$ cat config.mk
export PLATFORM = sky130hd
export DESIGN_NAME = md_iter
export DESIGN_NICKNAME = d
export VERILOG_FILES = /design/src/rtl/md_iter.sv
export SDC_FILE = /design/constraint.sdc
export NUM_CORES = 1
export LEC_CHECK = 0
export ABC_CLOCK_PERIOD_IN_PS = 3750
export BUFFER_PORTS_ARGS = -buffer_cell sky130_fd_sc_hd__buf_4
export CAP_MARGIN = 30
export CORE_ASPECT_RATIO = 2
export CORE_MARGIN = 1
export CORE_UTILIZATION = 50
export DETAILED_ROUTE_END_ITERATION = 6
export PLACE_DENSITY_LB_ADDON = 0.12
export SLEW_MARGIN = 40
export SYNTH_ARGS = -nofsm -noshare
export SYNTH_HDL_FRONTEND = slang
export SYNTH_SLANG_ARGS = --single-unit
$ cat constraint.sdc
create_clock -name clk -period 3.75 [get_ports clk]
set_input_delay 0.1875 -clock clk [delete_from_list [all_inputs] [get_ports clk]]
set_output_delay 0.1875 -clock clk [all_outputs]
set_load 0.01 [all_outputs]
$ cat src/rtl/md_iter.sv
// Iterative multiply/divide unit that owns the architectural HI/LO registers.
// Radix-2 shift-add multiply and restoring shift-subtract divide, WIDTH+2 cycles per op.
module md_iter #(
    parameter int WIDTH = 32
) (
    input  logic             clk,
    input  logic             rst,
    input  logic             start,
    input  logic [2:0]       mdop,
    input  logic [WIDTH-1:0] a,
    input  logic [WIDTH-1:0] b,
    output logic [WIDTH-1:0] hi,
    output logic [WIDTH-1:0] lo,
    output logic             busy,
    output logic             done
);

    localparam int CW = (WIDTH > 1) ? $clog2(WIDTH) : 1;

    localparam logic [2:0] OP_MULT  = 3'b001;
    localparam logic [2:0] OP_MULTU = 3'b010;
    localparam logic [2:0] OP_DIV   = 3'b011;
    localparam logic [2:0] OP_DIVU  = 3'b100;
    localparam logic [2:0] OP_MTHI  = 3'b101;
    localparam logic [2:0] OP_MTLO  = 3'b110;

    typedef enum logic [1:0] {
        IDLE,
        RUN,
        FIX
    } state_t;

    state_t           state_q, state_d;
    logic [WIDTH-1:0] hi_q, hi_d;
    logic [WIDTH-1:0] lo_q, lo_d;
    logic             busy_q, busy_d;
    logic             done_q, done_d;
    logic [CW-1:0]    cnt_q, cnt_d;
    logic [WIDTH-1:0] accHi_q, accHi_d;
    logic [WIDTH-1:0] accLo_q, accLo_d;
    logic [WIDTH-1:0] magB_q, magB_d;
    logic             isDiv_q, isDiv_d;
    logic             signQ_q, signQ_d;
    logic             signR_q, signR_d;

    logic             signedOp;
    logic             isDivOp;
    logic [WIDTH:0]   mulSum;
    logic [WIDTH:0]   divShift;
    logic             divGe;
    logic [WIDTH-1:0] divSub;
    logic [2*WIDTH-1:0] prodRaw;
    logic [2*WIDTH-1:0] prodFix;

    // accHi:accLo is the product (multiply) or remainder:dividend/quotient (divide).
    assign mulSum   = {1'b0, accHi_q} + (accLo_q[0] ? {1'b0, magB_q} : {(WIDTH+1){1'b0}});
    assign divShift = {accHi_q, accLo_q[WIDTH-1]};
    assign divGe    = (divShift >= {1'b0, magB_q});
    assign divSub   = divShift[WIDTH-1:0] - magB_q;
    assign prodRaw  = {accHi_q, accLo_q};
    assign prodFix  = signQ_q ? -prodRaw : prodRaw;

    always_ff @(posedge clk) begin
        if (rst) begin
            state_q <= IDLE;
            hi_q    <= '0;
            lo_q    <= '0;
            busy_q  <= 1'b0;
            done_q  <= 1'b0;
            cnt_q   <= '0;
            accHi_q <= '0;
            accLo_q <= '0;
            magB_q  <= '0;
            isDiv_q <= 1'b0;
            signQ_q <= 1'b0;
            signR_q <= 1'b0;
        end else begin
            state_q <= state_d;
            hi_q    <= hi_d;
            lo_q    <= lo_d;
            busy_q  <= busy_d;
            done_q  <= done_d;
            cnt_q   <= cnt_d;
            accHi_q <= accHi_d;
            accLo_q <= accLo_d;
            magB_q  <= magB_d;
            isDiv_q <= isDiv_d;
            signQ_q <= signQ_d;
            signR_q <= signR_d;
        end
    end

    always_comb begin
        state_d  = state_q;
        hi_d     = hi_q;
        lo_d     = lo_q;
        busy_d   = busy_q;
        done_d   = 1'b0;
        cnt_d    = cnt_q;
        accHi_d  = accHi_q;
        accLo_d  = accLo_q;
        magB_d   = magB_q;
        isDiv_d  = isDiv_q;
        signQ_d  = signQ_q;
        signR_d  = signR_q;
        signedOp = (mdop == OP_MULT) || (mdop == OP_DIV);
        isDivOp  = (mdop == OP_DIV) || (mdop == OP_DIVU);

        case (state_q)
            IDLE: begin
                if (start) begin
                    case (mdop)
                        OP_MULT, OP_MULTU, OP_DIV, OP_DIVU: begin
                            accHi_d = '0;
                            accLo_d = (signedOp && a[WIDTH-1]) ? -a : a;
                            magB_d  = (signedOp && b[WIDTH-1]) ? -b : b;
                            isDiv_d = isDivOp;
                            // A zero divisor must leave the all-ones quotient unnegated.
                            signQ_d = signedOp && (a[WIDTH-1] ^ b[WIDTH-1]) && (b != '0);
                            signR_d = signedOp && isDivOp && a[WIDTH-1];
                            cnt_d   = '0;
                            busy_d  = 1'b1;
                            state_d = RUN;
                        end
                        OP_MTHI: begin
                            hi_d   = a;
                            done_d = 1'b1;
                        end
                        OP_MTLO: begin
                            lo_d   = a;
                            done_d = 1'b1;
                        end
                        default: ;
                    endcase
                end
            end
            RUN: begin
                if (isDiv_q) begin
                    accHi_d = divGe ? divSub : divShift[WIDTH-1:0];
                    accLo_d = {accLo_q[WIDTH-2:0], divGe};
                end else begin
                    accHi_d = mulSum[WIDTH:1];
                    accLo_d = {mulSum[0], accLo_q[WIDTH-1:1]};
                end
                cnt_d = cnt_q + CW'(1);
                if (cnt_q == CW'(WIDTH-1)) begin
                    state_d = FIX;
                end
            end
            FIX: begin
                if (isDiv_q) begin
                    lo_d = signQ_q ? -accLo_q : accLo_q;
                    hi_d = signR_q ? -accHi_q : accHi_q;
                end else begin
                    hi_d = prodFix[2*WIDTH-1:WIDTH];
                    lo_d = prodFix[WIDTH-1:0];
                end
                busy_d  = 1'b0;
                done_d  = 1'b1;
                state_d = IDLE;
            end
            default: state_d = IDLE;
        endcase
    end

    assign hi   = hi_q;
    assign lo   = lo_q;
    assign busy = busy_q;
    assign done = done_q;

endmodule

==> metrics list <==
- Result of the run: finished clean
* Worst setup margin: roughly 0.08 ns
* Fmax: approximately 270 MHz
- Of the synthesized area, sequential elements account for between 20% and 30%.
* Worst setup path category: register to register
- Final setup skew: approximately 0.014 ns
* Max Cap Viol: 0
- Hold is met by 0.0241 ns.
* Chain of cells forming the critical path: inv_1 -> buf_4 -> nor2_1 -> ha_1 -> a21oi_1 -> nor2_1 -> nor3_1 -> o31ai_1 -> a221o_1 -> a31oi_1 -> o41ai_2 -> or2_2 -> a32o_1
- Data on the critical path arrives at its endpoint at around 4 ns.
* Starting density of the core: 50.8%
* Worst slack after detailed placement: 0.0836 ns
- For the worst-skew pair, the clock arrives at the later sink with an insertion delay of between 0.4 and 0.5 ns.
* Average via count per standard cell: between 6 and 7
* Cells after DPL: between 2000 and 2500
* Via Count: 15500
* Final nets: between 2000 and 2500
- Primary FF master, synth: sky130_fd_sc_hd__dfxtp_1
- After detailed routing, the average wire length per cell comes to 25.7 µm.
- Input and output buffers added on the ports amount to 135.
- Counting stages on the worst path, the most repeated cell is sky130_fd_sc_hd__nor2_1.
- Number of enable flip-flop cells after synthesis: 0
* Worst IR Drop VDD: 0.000325 V
- The H-tree was split into 4 levels.
- Largest stage delay, worst path: roughly 0.46 ns
- Entering global routing, the biggest net connects 67 pins.
* Buffers and inverters on the worst path: 2
- Total standard cell area after synthesis: 14000 µm²
- Number of synthesized register bits: around 170
* CP Depth: 13
* Critical path capture point type: register
- Summing all flip-flop and latch instances after layout gives between 3000 and 4000 µm².
- Once placement finished, the instance area stood at approximately 16000 µm².
- Core Area: 27500 µm²
- The number of global-route vias before repair was around 15000.
* RSZ-0062 raised after global routing: yes
- Relative area change from synthesis to final layout: 16.6%
- Dividing total power by cell area gives a power density of roughly 340 nW/µm².
- Clock transition time at the flip-flop clock pins of the worst setup and hold paths: approximately 0.080 ns
* Design Power: 5.51 mW
- Antenna violations before repair: 0
* Global-route congestion overflow total: 0
- Net count after synthesis: 2052
- The floorplan has 86 rows.
* Capturing point of the worst reg2reg path: accHi_q[31]$_SDFFE_PP0P_
- After detailed routing, the number of remaining DRC violations is 0.
- During I/O placement, the number of pins put on the boundary was around 140.
- Detailed placement finished with a half-perimeter wire length of 47400 µm.
- Measured in cells, the most critical reg-to-reg path has a length of 13.
* Die X: 120 µm
- Cells with a size suffix above 1 make up 14.9% of the layout.
- For this block, the initial DRC count from the detailed router was ~1200.
- Number of iterations in the first detailed-routing pass: 5
- Required time of the critical path: between 4 and 5 ns
- The slowest stage of the critical path belongs to the cell sky130_fd_sc_hd__a31oi_1.
- Kind of start point of the critical path: register
* Static leakage: roughly 6.8 nW
* Placer Congestion: roughly 1.1
* Finished layout cell area: about 16000 µm²
- The first global-routing pass estimated a little over 90000 µm of wire.
- Shortest clock period the worst path allows after layout: roughly 3.7 ns
- In the synthesized netlist the async set-or-reset flop fraction comes to 0%.
* Syn. warnings: 0
- CTS placed an instance of sky130_fd_sc_hd__clkbuf_16 at the clock tree root.
- Path type of the worst min-delay path: input pin to register
- Headroom to the max-slew limit: 35.4%
- For hold timing, the worst endpoint is signR_q$_SDFFE_PP0P_.
* Number of inserted filler cells in the final layout: around 2700
* Die area: about 29000 µm²
- Number of buffers inserted during clock tree synthesis: 17
- At the pin with the least slew margin, the transition time is 0.959 ns.
* Inserted Diodes: 0
- Largest buffer count on any clock path: 2
- The final-report max-slew violation count was 0.
- Setup violations remaining at the end of the flow were counted as 0.
- Die span in y: 239 µm
- Total wirelength of the detailed-routed design: between 60000 and 70000 µm
* Syn_area_per_cell: 7.32 µm²
* Area of the multi-input gates: about 10000 µm²
- Worst hold path depth: 3
* Gate count after technology mapping: between 1500 and 2000
- Distinct cell type count of the synthesized netlist: 82
* Clock tree from TritonCTS: built
- The startpoint identified for the worst hold timing path is mdop[1].
- The worst path uses roughly 98% of the clock period.
- The count of cells in the finished layout, fillers not included, comes to 2389.
- Post-CTS repair timing setup buffer count: 0
- Across all register-to-register paths, the minimum setup slack is about 0.08 ns.
- Of all nets on the critical path, the largest fanout is 13.
* Clock Sink Count: 172
* Startpoint of the most critical register-to-register path: accLo_q[0]$_SDFFE_PP0P_
- The count of nets left with antenna violations once routing finished came out at 0.
- Endpoints failing hold: 0
- Broken down by cell family, the worst path's largest delay share belongs to compound AO/OA/AOI/OAI gates.
- Global routing used between 40 and 50% of the available tracks.
[synthesized netlist by cell type, types with 9 or more instances]
cell	count	area share (%)
sky130_fd_sc_hd__nand3_1	24	0.86
sky130_fd_sc_hd__mux2i_1	33	2.4
sky130_fd_sc_hd__xnor2_1	73	4.6
sky130_fd_sc_hd__a21o_1	37	2.0
sky130_fd_sc_hd__o41ai_1	9	0.56
sky130_fd_sc_hd__buf_2	10	0.36
sky130_fd_sc_hd__xor2_1	89	5.6
sky130_fd_sc_hd__a21oi_1	196	7.0
sky130_fd_sc_hd__dfxtp_1	172	25
sky130_fd_sc_hd__ha_1	70	6.3
sky130_fd_sc_hd__o21ai_0	134	4.8
sky130_fd_sc_hd__nand4_1	14	0.63
sky130_fd_sc_hd__or3_1	27	1.2
sky130_fd_sc_hd__a22o_1	9	0.56
sky130_fd_sc_hd__nor3_1	36	1.3
sky130_fd_sc_hd__and3_1	11	0.49
sky130_fd_sc_hd__a211oi_1	85	4.6
sky130_fd_sc_hd__nor2_1	271	7.3
sky130_fd_sc_hd__o31ai_1	24	1.3
sky130_fd_sc_hd__nand2b_1	17	0.76
sky130_fd_sc_hd__a22oi_1	15	0.81
sky130_fd_sc_hd__clkbuf_1	106	2.8
sky130_fd_sc_hd__a31oi_1	27	1.2
sky130_fd_sc_hd__inv_1	60	1.6
sky130_fd_sc_hd__o211ai_1	9	0.48
sky130_fd_sc_hd__o21a_1	12	0.64
sky130_fd_sc_hd__nand2_1	148	4.0
sky130_fd_sc_hd__nor2b_1	14	0.63
sky130_fd_sc_hd__buf_1	9	0.24
sky130_fd_sc_hd__nor4_1	21	0.94
sky130_fd_sc_hd__and2_1	17	0.76
sky130_fd_sc_hd__a311oi_1	12	0.75
sky130_fd_sc_hd__or4_1	12	0.64
[stage by stage]
step	utilization (%)	TNS [ns]
finish	59.2	0
global route	59.2	-0.00646
detailed placement	57.0	0
CTS	59.1	0
global placement	57.0	0
floorplan	-	0
[worst max-delay path by stage]
stage	from	end	slack [ns]
floorplan	accLo_q[0]$_SDFFE_PP0P_	accHi_q[31]$_SDFFE_PP0P_	0.62
global placement	magB_q[14]$_SDFFE_PP0P_	accHi_q[16]$_SDFFE_PP0P_	0.11
detailed placement	magB_q[14]$_SDFFE_PP0P_	accHi_q[16]$_SDFFE_PP0P_	0.08
CTS	magB_q[14]$_SDFFE_PP0P_	accHi_q[16]$_SDFFE_PP0P_	0.06
global route	magB_q[14]$_SDFFE_PP0P_	accHi_q[18]$_SDFFE_PP0P_	-0.006
finish	accLo_q[0]$_SDFFE_PP0P_	accHi_q[31]$_SDFFE_PP0P_	0.08
[cell usage in the layout, fill, tap and decap left out, types with 11 or more instances in the layout]
| master | count |
|---|---|
| sky130_fd_sc_hd__a31oi_1 | 27 |
| sky130_fd_sc_hd__xor2_1 | 89 |
| sky130_fd_sc_hd__nor3_1 | 34 |
| sky130_fd_sc_hd__ha_1 | 69 |
| sky130_fd_sc_hd__o31ai_1 | 24 |
| sky130_fd_sc_hd__o21ai_0 | 132 |
| sky130_fd_sc_hd__a311oi_1 | 12 |
| sky130_fd_sc_hd__dfxtp_1 | 170 |
| sky130_fd_sc_hd__inv_1 | 60 |
| sky130_fd_sc_hd__nor4_1 | 21 |
| sky130_fd_sc_hd__nand2b_1 | 17 |
| sky130_fd_sc_hd__and2_1 | 16 |
| sky130_fd_sc_hd__clkbuf_16 | 17 |
| sky130_fd_sc_hd__nand4_1 | 14 |
| sky130_fd_sc_hd__or3_1 | 27 |
| sky130_fd_sc_hd__a211oi_1 | 84 |
| sky130_fd_sc_hd__a21o_1 | 37 |
| sky130_fd_sc_hd__a21oi_1 | 196 |
| sky130_fd_sc_hd__nand3_1 | 24 |
| sky130_fd_sc_hd__mux2i_1 | 32 |
| sky130_fd_sc_hd__a22oi_1 | 15 |
| sky130_fd_sc_hd__buf_4 | 218 |
| sky130_fd_sc_hd__nand2_1 | 147 |
| sky130_fd_sc_hd__and3_1 | 11 |
| sky130_fd_sc_hd__nor2b_1 | 13 |
| sky130_fd_sc_hd__or4_1 | 12 |
| sky130_fd_sc_hd__o21a_1 | 11 |
| sky130_fd_sc_hd__nor2_1 | 269 |
| sky130_fd_sc_hd__xnor2_1 | 73 |
[state kept, by name, indices dropped and copies added, names as in the netlist]
name     flops
state_q      2
cnt_q        5
accHi_q     32
accLo_q     32
isDiv_q      1
signR_q      1
done         1
lo          32
busy         1
signQ_q      1
hi          32
magB_q      32
[final cells by class]
type | instances | share of cell area [%]
tap | 352 | 2.70
inverter | 62 | 1.43
sequential | 172 | 21.1
multi-input combinational | 1549 | 60.7
clock buffer | 17 | 2.61
clock inverter | 15 | 0.905
timing repair buffer | 222 | 10.5
[report_power, final]
| part | internal (mW) | switching [mW] |
|---|---|---|
| registers | 1.92 | 0.0896 |
| clock network | 0.885 | 0.926 |
| logic | 0.611 | 1.08 |
| total | 3.42 | 2.10 |
[metal layers]
layer  global-route usage, %  routed length, µm
met5                       0                  0
met4                    47.8               7910
met3                    10.7               3880
met2                    75.7              30700
met1                    37.7              19000
[worst register-to-register path: stages, from the launching register on]
cell and delay, ns:
sky130_fd_sc_hd__dfxtp_1 0.35, sky130_fd_sc_hd__inv_1 0.27, sky130_fd_sc_hd__buf_4 0.27, sky130_fd_sc_hd__nor2_1 0.08, sky130_fd_sc_hd__ha_1 0.35, sky130_fd_sc_hd__a21oi_1 0.24
sky130_fd_sc_hd__nor2_1 0.07, sky130_fd_sc_hd__nor3_1 0.20, sky130_fd_sc_hd__o31ai_1 0.15, sky130_fd_sc_hd__a221o_1 0.40, sky130_fd_sc_hd__a31oi_1 0.46, sky130_fd_sc_hd__o41ai_2 0.17
sky130_fd_sc_hd__or2_2 0.31, sky130_fd_sc_hd__a32o_1 0.24
[kinds of logic (layout without fill, tap and decap cells)]
| group | count (synthesis) | count (layout) | synth area share, % |
|---|---|---|---|
| AND/OR/NAND/NOR | 634 | 634 | 20.9 |
| multiplexers | 35 | 35 | 2.52 |
| buffers and inverters | 189 | 316 | 5.24 |
| XOR/XNOR | 162 | 162 | 10.1 |
| adder cells (fa/ha/maj) | 72 | 72 | 6.55 |
| AO/OA/AOI/OAI | 646 | 646 | 30.0 |
| flip-flops | 172 | 172 | 24.6 |
[timing repair]
action,in CTS,in global routing
hold buffers,0,0
gates resized for setup,0,8
endpoints found under the setup margin,0,13
Power figures use the tool's default switching activity.
